`src/rtl/exc_ctrl_pkg.sv`:
```
// Shared CP0 exception constants: exception codes, CP0 register addresses,
// status/cause field positions, MEM exception flag bits and the blanking FSM states.
package exc_ctrl_pkg;

  localparam logic RST_ENABLE = 1'b0;

  localparam logic [4:0] EXC_INT  = 5'h00;
  localparam logic [4:0] EXC_ADEL = 5'h04;
  localparam logic [4:0] EXC_ADES = 5'h05;
  localparam logic [4:0] EXC_SYS  = 5'h08;
  localparam logic [4:0] EXC_BP   = 5'h09;
  localparam logic [4:0] EXC_RI   = 5'h0a;
  localparam logic [4:0] EXC_OV   = 5'h0c;
  localparam logic [4:0] EXC_NONE = 5'h10;
  localparam logic [4:0] EXC_ERET = 5'h11;

  localparam logic [4:0] CP0_COUNT   = 5'd9;
  localparam logic [4:0] CP0_COMPARE = 5'd11;

  localparam int STATUS_IE  = 0;
  localparam int STATUS_EXL = 1;
  localparam int IM_MSB     = 15;
  localparam int IM_LSB     = 8;
  localparam int IP_MSB     = 15;
  localparam int IP_LSB     = 8;

  localparam int FLAG_IF_ADEL  = 0;
  localparam int FLAG_RI       = 1;
  localparam int FLAG_OV       = 2;
  localparam int FLAG_SYS      = 3;
  localparam int FLAG_BP       = 4;
  localparam int FLAG_ERET     = 5;
  localparam int FLAG_MEM_ADEL = 6;
  localparam int FLAG_MEM_ADES = 7;

  typedef enum logic {
    ST_IDLE  = 1'b0,
    ST_BLANK = 1'b1
  } blank_state_e;

  // Software interrupts IP[1:0] bypass the IE/EXL gate, as the equation is written.
  function automatic logic irq_pending(input logic ie, input logic exl,
                                       input logic [7:0] im, input logic [7:0] ip);
    return (ie & ~exl & (|(im[7:2] & ip[7:2]))) | (|(im[1:0] & ip[1:0]));
  endfunction

endpackage

```
`src/rtl/cp0_timer.sv`:
```
// CP0 Count/Compare timer with MTC0 snoop; timer_int_o registered, sticky until Compare write.
// Latency: set on the edge after Count==Compare; no backpressure.
module cp0_timer
  import exc_ctrl_pkg::*;
#(
  parameter int unsigned TIMER_DIV = 2
) (
  input  logic        clk_i,
  input  logic        rst_n_i,
  input  logic        we_i,
  input  logic [4:0]  waddr_i,
  input  logic [31:0] wdata_i,
  output logic        timer_int_o
);

  localparam int unsigned PW = (TIMER_DIV > 1) ? $clog2(TIMER_DIV) : 1;
  localparam logic [PW-1:0] PRESC_MAX = PW'(TIMER_DIV - 1);

  logic [PW-1:0] presc_q, presc_d;
  logic [31:0]   count_q, count_d;
  logic [31:0]   compare_q, compare_d;
  logic          timer_int_q, timer_int_d;
  logic          wr_count, wr_compare;

  assign wr_count   = we_i && (waddr_i == CP0_COUNT);
  assign wr_compare = we_i && (waddr_i == CP0_COMPARE);

  always_comb begin
    presc_d     = presc_q;
    count_d     = count_q;
    compare_d   = compare_q;
    timer_int_d = timer_int_q;

    if (wr_count) begin
      presc_d = '0;
      count_d = wdata_i;
    end else if (presc_q == PRESC_MAX) begin
      presc_d = '0;
      count_d = count_q + 32'd1;
    end else begin
      presc_d = presc_q + 1'b1;
    end

    // A Compare write on the match cycle wins: the interrupt stays clear.
    if (wr_compare) begin
      compare_d   = wdata_i;
      timer_int_d = 1'b0;
    end else if (count_q == compare_q) begin
      timer_int_d = 1'b1;
    end
  end

  always_ff @(posedge clk_i) begin
    if (rst_n_i == RST_ENABLE) begin
      presc_q     <= '0;
      count_q     <= '0;
      compare_q   <= '0;
      timer_int_q <= 1'b0;
    end else begin
      presc_q     <= presc_d;
      count_q     <= count_d;
      compare_q   <= compare_d;
      timer_int_q <= timer_int_d;
    end
  end

  assign timer_int_o = timer_int_q;

endmodule

```
`src/rtl/exc_ctrl.sv`:
```
// MEM-stage exception/interrupt resolver feeding CP0; exccode/pc/badaddr are combinational
// (zero latency), int_o lags ext_int_i by 2 cycles; no backpressure.
module exc_ctrl
  import exc_ctrl_pkg::*;
#(
  parameter int unsigned TIMER_DIV = 2
) (
  input  logic        cpu_clk_50M,
  input  logic        cpu_rst_n,
  input  logic [5:0]  ext_int_i,
  input  logic        mem_valid_i,
  input  logic [31:0] mem_pc_i,
  input  logic        mem_in_delay_i,
  input  logic [7:0]  mem_exc_i,
  input  logic [31:0] if_badaddr_i,
  input  logic [31:0] mem_badaddr_i,
  input  logic        cp0_we_i,
  input  logic [4:0]  cp0_waddr_i,
  input  logic [31:0] cp0_wdata_i,
  input  logic [31:0] status_i,
  input  logic [31:0] cause_i,
  output logic [5:0]  int_o,
  output logic [4:0]  exccode_o,
  output logic [31:0] pc_o,
  output logic        in_delay_o,
  output logic [31:0] badaddr_o,
  output logic        timer_int_o
);

  logic [5:0]   ext_sync1_q, ext_sync2_q;
  logic         timer_int;
  logic         rst_act, pend, blank;
  logic [4:0]   code_res;
  logic [31:0]  bad_res;
  blank_state_e state_q;
  logic         unused_fields;

  assign unused_fields = ^{status_i[31:16], status_i[7:2], cause_i[31:16], cause_i[7:0]};

  always_ff @(posedge cpu_clk_50M) begin
    if (cpu_rst_n == RST_ENABLE) begin
      ext_sync1_q <= '0;
      ext_sync2_q <= '0;
    end else begin
      ext_sync1_q <= ext_int_i;
      ext_sync2_q <= ext_sync1_q;
    end
  end

  cp0_timer #(
    .TIMER_DIV (TIMER_DIV)
  ) u_timer (
    .clk_i       (cpu_clk_50M),
    .rst_n_i     (cpu_rst_n),
    .we_i        (cp0_we_i),
    .waddr_i     (cp0_waddr_i),
    .wdata_i     (cp0_wdata_i),
    .timer_int_o (timer_int)
  );

  assign pend = irq_pending(status_i[STATUS_IE], status_i[STATUS_EXL],
                            status_i[IM_MSB:IM_LSB], cause_i[IP_MSB:IP_LSB]);

  always_comb begin
    code_res = EXC_NONE;
    bad_res  = '0;
    if (mem_valid_i && pend) begin
      code_res = EXC_INT;
    end else if (mem_exc_i[FLAG_IF_ADEL]) begin
      code_res = EXC_ADEL;
      bad_res  = if_badaddr_i;
    end else if (mem_exc_i[FLAG_RI]) begin
      code_res = EXC_RI;
    end else if (mem_exc_i[FLAG_OV]) begin
      code_res = EXC_OV;
    end else if (mem_exc_i[FLAG_SYS]) begin
      code_res = EXC_SYS;
    end else if (mem_exc_i[FLAG_BP]) begin
      code_res = EXC_BP;
    end else if (mem_exc_i[FLAG_ERET]) begin
      code_res = EXC_ERET;
    end else if (mem_exc_i[FLAG_MEM_ADEL]) begin
      code_res = EXC_ADEL;
      bad_res  = mem_badaddr_i;
    end else if (mem_exc_i[FLAG_MEM_ADES]) begin
      code_res = EXC_ADES;
      bad_res  = mem_badaddr_i;
    end
  end

  // One blanked cycle after any reported exception hides the flushed wrong-path instruction.
  always_ff @(posedge cpu_clk_50M) begin
    if (cpu_rst_n == RST_ENABLE) begin
      state_q <= ST_IDLE;
    end else begin
      case (state_q)
        ST_IDLE:  if (code_res != EXC_NONE) state_q <= ST_BLANK;
        ST_BLANK: state_q <= ST_IDLE;
        default:  state_q <= ST_IDLE;
      endcase
    end
  end

  assign rst_act     = (cpu_rst_n == RST_ENABLE);
  assign blank       = (state_q == ST_BLANK);
  assign exccode_o   = (rst_act || blank) ? EXC_NONE : code_res;
  assign badaddr_o   = (rst_act || blank) ? 32'd0 : bad_res;
  assign pc_o        = rst_act ? 32'd0 : mem_pc_i;
  assign in_delay_o  = rst_act ? 1'b0 : mem_in_delay_i;
  assign int_o       = rst_act ? 6'd0 : {ext_sync2_q[5] | timer_int, ext_sync2_q[4:0]};
  assign timer_int_o = timer_int;

endmodule

```
`config.mk`:
```
export PLATFORM = sky130hd
export DESIGN_NAME = exc_ctrl
export DESIGN_NICKNAME = d
export VERILOG_FILES = /design/src/rtl/exc_ctrl_pkg.sv /design/src/rtl/cp0_timer.sv /design/src/rtl/exc_ctrl.sv
export SDC_FILE = /design/constraint.sdc
export NUM_CORES = 1
export LEC_CHECK = 0
export CORE_MARGIN = 2
export CORE_UTILIZATION = 36
export DETAILED_ROUTE_END_ITERATION = 8
export PLACE_DENSITY = 0.8
export SLEW_MARGIN = 20
export SYNTH_ARGS = -nofsm -noshare
export SYNTH_HDL_FRONTEND = slang
export SYNTH_SLANG_ARGS = --single-unit
```
`constraint.sdc`:
```
create_clock -name cpu_clk_50M -period 2.8 [get_ports cpu_clk_50M]
set_input_delay 0.56 -clock cpu_clk_50M [delete_from_list [all_inputs] [get_ports cpu_clk_50M]]
set_output_delay 0.56 -clock cpu_clk_50M [all_outputs]
set_load 0.01 [all_outputs]
```
### Yosys cells after proc, flatten, opt, wreduce, memory -nomap -nowiden

Index checks and enable logic that the tools add are counted.

| storage, ports and cells | value |
|---|---|
| bits in registers | 79 |
| bits in latches | 0 |
| RAM bits | 0 |
| bits in read-only memories | 0 |
| input port bits | 216 |
| output and inout port bits | 77 |
| word-level logic and storage cells | 58 |
| memories kept | 0 |

| operators by class | value |
|---|---|
| $add $sub $neg | 2 |
| multiply operators | 0 |
| div/mod/pow operators | 0 |
| $lt $le $gt $ge | 0 |
| equal/unequal tests | 4 |
| shifts and indexed selects | 0 |
| muxes and demuxes | 27 |
| bitwise gates (word level) | 9 |
| reduce and logical (&&, ||, !) cells | 9 |

Operators by type and width:

| cell | count |
|---|---|
| 32-bit two-way mux | 13 |
| 5-bit two-way mux | 10 |
| 32-bit by 1-bit adder with 32-bit output (second input constant) | 1 |
| 32-bit equality test | 1 |
| 5-bit by 4-bit equality test with 1-bit output (second input constant) | 2 |
| 6-bit AND | 1 |
| 6-bit two-way mux | 1 |
| 6-bit OR reduction | 1 |
| 5-bit != test (second input constant) | 1 |
| 2-bit OR reduction | 2 |
| 1-bit logical AND | 3 |
| 1-bit inverter | 3 |
| 3-bit OR reduction | 1 |
| 1-bit AND | 2 |
| 2-bit AND | 1 |
| 1-bit two-way mux | 2 |
| 1-bit bitwise OR | 2 |
| 1-bit case mux with 2 select lines | 1 |
| 2-bit nonzero test | 1 |
| 1-bit adder (second input constant) | 1 |
| 1-bit logical OR | 1 |

### Logic depth before layout (Yosys ltp)

Gate-level depths: netlist (run 1).

| logic depth | value |
|---|---|
| depth after elaboration | 12 |
| mapped depth | 8 |
| mapped depth without buffers | 6 |

### Hierarchy

Synthesis (run 1) repeated with hierarchy kept, for this count alone.

| unflattened totals | value |
|---|---|
| cells, all modules | 573 |
| area total of the unflattened synthesis | 4642.0 um^2 |

Modules (own cells, without submodules):

| module | times used | cells each | area each (um^2) | sequential area each (um^2) |
|---|---|---|---|---|
| cp0_timer | 1 | 401 | 3266.9 | 1321.3 |
| exc_ctrl | 1 | 172 | 1375.1 | 260.2 |

### Least setup slack after synthesis (run 1)

No wires, ideal clock.

| path | value |
|---|---|
| kind | input -> output |
| start point | input mem_exc_i[0] |
| end point | output badaddr_o[10] |
| arrival time | 2.235 ns |
| required time | 2.240 ns |
| path slack | 0.005 ns |
| cell stages on the path | 6 |
| buffers on the path | 2 |
| cells stage by stage | clkbuf_1 or4_1 nor4_1 clkbuf_1 a22oi_1 nor2_1 |

| on the way | value |
|---|---|
| longest elaborated chain between the ends | 3 |

Ends and longest elaborated chain:

| item | RTL line | source |
|---|---|---|
| from (decl) | exc_ctrl.sv:14 | `input logic [7:0] mem_exc_i,` |
| 32-bit two-way mux | exc_ctrl.sv:69 | `end else if (mem_exc_i[FLAG_IF_ADEL]) begin` |
| 32-bit two-way mux | exc_ctrl.sv:67 | `if (mem_valid_i && pend) begin` |
| 32-bit two-way mux | exc_ctrl.sv:107 | `assign badaddr_o = (rst_act \|\| blank) ? 32'd0 : bad_res;` |
| to (decl) | exc_ctrl.sv:26 | `output logic [31:0] badaddr_o,` |

Every way passes these cells.

### Worst setup path after layout (run 1)

| path | value |
|---|---|
| start point | input mem_exc_i[3] |
| end point | output badaddr_o[17] |

| on the way | value |
|---|---|
| longest elaborated chain between the ends | 6 |

Ends and longest elaborated chain:

| item | RTL line | source |
|---|---|---|
| 32-bit two-way mux | exc_ctrl.sv:76 | `end else if (mem_exc_i[FLAG_SYS]) begin` |
| 32-bit two-way mux | exc_ctrl.sv:74 | `end else if (mem_exc_i[FLAG_OV]) begin` |
| 32-bit two-way mux | exc_ctrl.sv:72 | `end else if (mem_exc_i[FLAG_RI]) begin` |
| 32-bit two-way mux | exc_ctrl.sv:69 |  |
| 32-bit two-way mux | exc_ctrl.sv:67 |  |
| 32-bit two-way mux | exc_ctrl.sv:107 |  |

Every way passes these cells.

==> results.md, run 1 <==
- Status: finished clean
- Synthesized flop and latch total: 79
- Num CTS Buffers: 9
- Critical Path, Cell by Cell: buf_6, or4_4, nor4_4, buf_4, buf_16, buf_6, buf_6, a22oi_2, nor2_1, buf_2
- Sequential fraction of the synthesis area: 36.3%
- Worst stage delay on the critical path: 0.54 ns
- Hold WC Path Type: register to register
- Core area: 11900 um^2
- Initial antenna violation count: 1
- Die Area: 13000 um^2
- Wire per inst: 16.7 um
- Synth cell count leaders: 80 x nand2_1, 79 x dfxtp_1, 55 x nor2_1
- Post-synth EDFFs: 0
- Post-synthesis async set-or-reset flop share: 0%
- Share of cells above drive strength 1: 12.4%
- CTS root buf: clkbuf_16
- Area grow syn2layout: 69.9%
- RSZ-0062 raised after global routing: false
- Clk sinks: 79
- WHS: 0.433 ns
- Min cycle time layout: 2.70 ns
- Vias in the first global route: 5107
- Buf/Inv on CP: 6
- Most frequent cell after synthesis: nand2_1
- CP Capture Type: primary output
- Vias post-DR: 5054
- PD cells: 411 nW/um^2
- Startpoint Class: primary input
- Final Wtd Congestion: 0.868
- Max Cap Viol: 0
- Final Cell Area: 7400 um^2
- Max FO, Critical Path: 3
- Sequential cell area: 1580 um^2
- Most used DFF post-synth: dfxtp_1
- YS warnings: 0
- CP top delay family: simple AND/OR/NAND/NOR gates
- Area of the multi-input gates: 2680 um^2
- Yosys cell types: 36
- Total gr overflow: 0
- Clock transition at the registers of the reported paths: 0.06 ns
- Top cell type's share of synthesized area: 36.3%
- VDD IR-drop max: 317 uV
- Longest Clk Path Bufs: 2
- Cell mode on critical path: buf_6
- Port bufs: 246
- Relative max-transition margin: 59.5%
- Nets: 1032
- Mapped Nets: 791
- Mapped Area: 4360 um^2
- Routed WL: 16200 um
- Leak: 2.64 nW
- Upper clock frequency limit: 0.371 GHz
- DRC viols: 0
- I/O Pins: 293
- Final setup vio count: 0
- Worst EP required: 2.24 ns
- Final Hold Fails: 0
- Final Skew: 0.00773 ns
- Starting density of the core: 36.6%
- Crit path arrival time: 2.14 ns
- Clock Latency Late Sink: 0.34 ns
- Largest area contributor in the netlist: dfxtp_1
- Die W: 114 um
- Post-synthesis cell count: 574
- Vias per std cell: 5.22
- Post-DP HPWL: 11500 um
- DRC marker count from the first detailed-route iteration: 370
- Chip height: 114 um
- FP Rows: 40
- GR Util All Layers: 24.4%
- CTS tree: yes
- Crit share post-route: 96.4%
- CP max stage cell: or4_4
- Synth Area per Inst: 7.59 um^2
- First-pass GRT wire length: 25400 um
- Final slew viol count: 0
- CTS Hold Bufs: 0
- Tightest Pin Transition: 0.607 ns
- Fillers: 990
- TritonRoute pass-1 iters: 5
- Largest net degree at the start of global routing: 71
- Antenna-violating nets left: 0
- Placed inst area: 6990 um^2
- Synth area leaders: dfxtp_1 36%, xnor2_1 10%, and2_1 7.2%
- Htree depth: 3
- WS Path Type: primary input to primary output
==> state kept, by name (all words and copies together) (netlist names) <==
name and flops:
blank 1, u_timer.compare_q 32, u_timer.count_q 32, ext_sync2_q 6, ext_sync1_q 6, u_timer.timer_int_o 1
u_timer.presc_q 1
==> what timing repair did <==
item	CTS	global route
buffers inserted	9	0
pin swaps	20	3
gates cloned	3	0
endpoints found under the setup margin	69	42
gates resized for setup	173	9
==> placed cells by master, fill, tap and decap left out, types with 3 or more instances in the layout <==
| cell | Yosys | layout |
|---|---|---|
| nand3_1 | 13 | 12 |
| a31oi_1 | 3 | 3 |
| nand2_1 | 80 | 80 |
| a21oi_1 | 52 | 52 |
| xnor2_1 | 50 | 50 |
| buf_6 | 0 | 7 |
| buf_2 | 1 | 35 |
| xor2_1 | 10 | 10 |
| and3_1 | 4 | 4 |
| a211oi_1 | 13 | 12 |
| or3_1 | 3 | 3 |
| clkdlybuf4s50_1 | 0 | 203 |
| clkbuf_16 | 0 | 9 |
| a22oi_2 | 0 | 12 |
| buf_4 | 0 | 17 |
| a22oi_1 | 35 | 23 |
| nand4_1 | 16 | 16 |
| nor2_1 | 55 | 53 |
| and4_1 | 3 | 3 |
| inv_1 | 6 | 6 |
| o21ai_0 | 23 | 23 |
| dlygate4sd2_1 | 0 | 4 |
| nor4_1 | 11 | 10 |
| dfxtp_1 | 79 | 79 |
| and2_1 | 50 | 50 |
| nor3_1 | 8 | 8 |
==> cells by family after synthesis <==
| group | after synthesis | share of synthesized area (%) |
|---|---|---|
| xor gates and xnor gates | 60 | 12.1 |
| and+or+nand+nor | 253 | 28.7 |
| buffers and inverters | 50 | 4.37 |
| AOI/OAI and AO/OA | 130 | 18.1 |
| adders and majority gates | 1 | 0.287 |
| DFF | 79 | 36.3 |
| muxes | 1 | 0.230 |
==> power breakdown <==
| part | internal [mW] | switching [mW] |
|---|---|---|
| clock | 0.828 | 0.465 |
| combinational | 0.367 | 0.212 |
| sequential | 1.15 | 0.0229 |
| total | 2.34 | 0.700 |
==> final timing paths <==
kind	slack [ns]	end	cells past startpoint	startpoint
worst max register to register	0.36	u_timer.count_q[29]	5	u_timer.count_q[18]
worst max-delay path	0.10	badaddr_o[17]	10	mem_exc_i[3]
worst min register to register	0.43	ext_sync2_q[3]	1	ext_sync1_q[3]
worst min-delay path	0.43	ext_sync2_q[3]	1	ext_sync1_q[3]
==> per-layer routing <==
metal	GRT usage [%]	share of wire, %	vias up
met2	45.7	53	204
met4	10.8	3.3	0
met1	26.8	38	2349
li1	-	-	2461
met3	4.41	5.8	40
met5	0	0	-
==> metrics by stage <==
step / utilization, % / setup slack [ns] / std cells / power (mW) / TNS [ns]
5_1_grt: 62.1 / 0.00487 / 968 / 3.15 / 0
2_1_floorplan: - / 0.00519 / 574 / 1.37 / 0
3_3_place_gp: 58.7 / -0.633 / 940 / 1.76 / -20.46
6_report: 62.1 / 0.101 / 968 / 3.04 / 0
4_1_cts: 61.9 / -0.0344 / 967 / 3.05 / -0.156
3_5_place_dp: 58.7 / -0.645 / 940 / 1.77 / -20.88
==> cell type report <==
cell class | count | share of cell area (%)
Antenna cell | 1 | 0.0338
Clock buffer | 11 | 3.42
Clock inverter | 5 | 1.08
Inverter | 6 | 0.304
Multi-Input combinational cell | 445 | 36.3
Sequential cell | 79 | 21.4
Tap cell | 147 | 2.49
Timing Repair Buffer | 274 | 35.0
Note: power is estimated with default switching activity, not from simulation.
==> run 2: changes to the inputs <==
--- a/config.mk
+++ b/config.mk
@@ -8,6 +8,8 @@
 export CORE_MARGIN = 2
 export CORE_UTILIZATION = 36
 export DETAILED_ROUTE_END_ITERATION = 8
+export GPL_ROUTABILITY_DRIVEN = 0
+export GPL_TIMING_DRIVEN = 0
 export PLACE_DENSITY = 0.8
 export SLEW_MARGIN = 20
 export SYNTH_ARGS = -nofsm -noshare
==> run 2 against run 1 <==
Critical path depth decreased by 2. Design area decreased by 1.9%. Critical endpoint is now badaddr_o[2]. Sequential share of layout area increased by 0.41 points. First-iteration DRC count increased by 0.81%. Cell count increased by 1.9%. Total power decreased by 3.8%. Non-clock buffer count increased by 19. Clock power decreased by 8%. Highest routed layer unchanged. Largest cell class unchanged. Register-to-register slack got worse by 0.10 ns.
==> results.md, run 2 (synthesis gave the netlist of run 1 again) <==
- WS Path Type: primary input to primary output (unchanged)
- Final Util: 61.0% (was 62.1%)
- Final setup vio count: 0 (unchanged)
- Num CTS Buffers: 9 (unchanged)
- Worst R2R Setup Slack: 0.26 ns (was 0.36 ns)
- Clock transition at the registers of the reported paths: 0.06 ns (about the same)
- Placed inst area: 6990 um^2 (about the same)
- Final Cell Area: 7260 um^2 (was 7400 um^2)
- Biggest regs: u_timer.compare_q x32, u_timer.count_q x32 (unchanged)
- VDD IR-drop max: 282 uV (was 317 uV)
- DRC viols: 0 (unchanged)
- Post-DP HPWL: 12200 um (was 11500 um)
- Initial antenna violation count: 0 (was 1)
- RSZ-0062 raised after global routing: true (was false)
- Tightest Pin Transition: 0.594 ns (was 0.607 ns)
- Longest Clk Path Bufs: 2 (unchanged)
- CP Capture Type: primary output (unchanged)
- PD cells: 403 nW/um^2 (was 411 nW/um^2)
- Relative max-transition margin: 60.4% (was 59.5%)
- First-pass GRT wire length: 24400 um (was 25400 um)
- DRC marker count from the first detailed-route iteration: 373 (was 370)
- Startpoint Class: primary input (unchanged)
- Die W: 114 um (unchanged)
- Final Hold Fails: 0 (unchanged)
- Area grow syn2layout: 66.7% (was 69.9%)
- Crit path arrival time: 2.13 ns (was 2.14 ns)
- Worst EP required: 2.24 ns (about the same)
- CTS tree: yes (unchanged)
- Nets: 1051 (was 1032)
- Upper clock frequency limit: 0.372 GHz (was 0.371 GHz)
- Share of cells above drive strength 1: 9.06% (was 12.4%)
- Status: finished clean (unchanged)
- GR Util All Layers: 23.8% (was 24.4%)
- Largest net degree at the start of global routing: 15 (was 71)
- Setup WS pre-CTS: -1.39 ns (was -0.645 ns)
- CTS root buf: clkbuf_16 (unchanged)
- Clock Latency Late Sink: 0.34 ns (about the same)
- WHS: 0.435 ns (was 0.433 ns)
- Final Skew: 0.00695 ns (was 0.00773 ns)
- Vias in the first global route: 4958 (was 5107)
- Hold WC Path Type: register to register (unchanged)
- Total gr overflow: 0 (unchanged)
- CTS Hold Bufs: 0 (unchanged)
- TritonRoute pass-1 iters: 7 (was 5)
- Die Area: 13000 um^2 (unchanged)
- M3 GR Usage: 5.63% (was 4.41%)
- Most common cell after layout, fill and taps aside: clkdlybuf4s50_1 (unchanged)
- Crit share post-route: 96.0% (was 96.4%)
- Diodes inserted: 0 (was 1)
- Max Cap Viol: 0 (unchanged)
- Core area: 11900 um^2 (unchanged)
- Final slew viol count: 0 (unchanged)
- Fillers: 1031 (was 990)
- I/O Pins: 293 (unchanged)
- Global Route met2 Usage: 43.5% (was 45.7%)
- Starting density of the core: 36.6% (unchanged)
- Min cycle time layout: 2.69 ns (was 2.70 ns)
- Setup TNS Final: 0 ns (unchanged)
- Most Crowded Layer GR: met2 (unchanged)
- Setup WS post-layout: 0.111 ns (was 0.101 ns)
- Chip height: 114 um (unchanged)
- Htree depth: 3 (unchanged)
- Vias per std cell: 5.17 (was 5.22)
- Port bufs: 245 (was 246)
- Clk sinks: 79 (unchanged)
- Max FO, Critical Path: 7 (was 3)
- Leak: 2.56 nW (was 2.64 nW)
- Antenna-violating nets left: 0 (unchanged)
- Most frequent cells in the layout: 204 x clkdlybuf4s50_1, 80 x nand2_1, 79 x dfxtp_1 (was 203 x clkdlybuf4s50_1, 80 x nand2_1, 79 x dfxtp_1)
- Routed WL: 15800 um (was 16200 um)
- Met1 GRT Util: 27.2% (was 26.8%)
- FP Rows: 40 (unchanged)
- Vias post-DR: 5095 (was 5054)
- Wire per inst: 16.0 um (was 16.7 um)
run 2: timing repair:
item | 4_1_cts | 5_1_grt
buffers inserted | 2 | 0
pin swaps | 19 | 3
gates cloned | 3 | 0
resized for setup | 171 | 5
setup endpoints to repair | 76 | 35
run 2: metal layers:
metal  up-vias  wire length, um
li1       2503                -
met1      2338             6190
met2       220             8120
met3        34             1100
met4         0              403
met5         -                0
run 2: area by class of cell:
type / instances / area, um^2 / share of cell area, %
Multi-Input combinational cell: 445 / 2630 / 36.2
Timing Repair Buffer: 250 / 2340 / 32.2
Sequential cell: 79 / 1580 / 21.8
Clock buffer: 10 / 239 / 3.29
Buffer: 43 / 203 / 2.79
Tap cell: 147 / 184 / 2.53
Clock inverter: 6 / 67.6 / 0.930
Inverter: 6 / 22.5 / 0.310
run 2: through the flow:
step / total power [mW] / cells
finish: 2.93 / 986
global route: 3.05 / 986
CTS: 2.94 / 987
detailed placement: 1.76 / 966
global placement: 1.76 / 966
floorplan: 1.37 / 574
run 2: worst paths after layout:
kind | endpoint | cells after the start | from
hold / removal | ext_sync2_q[2] | 1 | ext_sync1_q[2]
hold reg to reg | ext_sync2_q[2] | 1 | ext_sync1_q[2]
setup reg to reg | u_timer.count_q[29] | 8 | u_timer.count_q[3]
setup / recovery | badaddr_o[2] | 8 | mem_exc_i[1]
run 2: critical path: stages:
cell and delay, ns:
clkdlybuf4s15_2 0.20, or4_4 0.52, nor4_4 0.16, buf_6 0.18
clkbuf_4 0.17, a22oi_1 0.06, nor2_1 0.12, buf_2 0.15
run 2: power breakdown:
group / internal [mW] / switching, mW
clock network: 0.719 / 0.475
logic: 0.354 / 0.212
registers: 1.15 / 0.0203
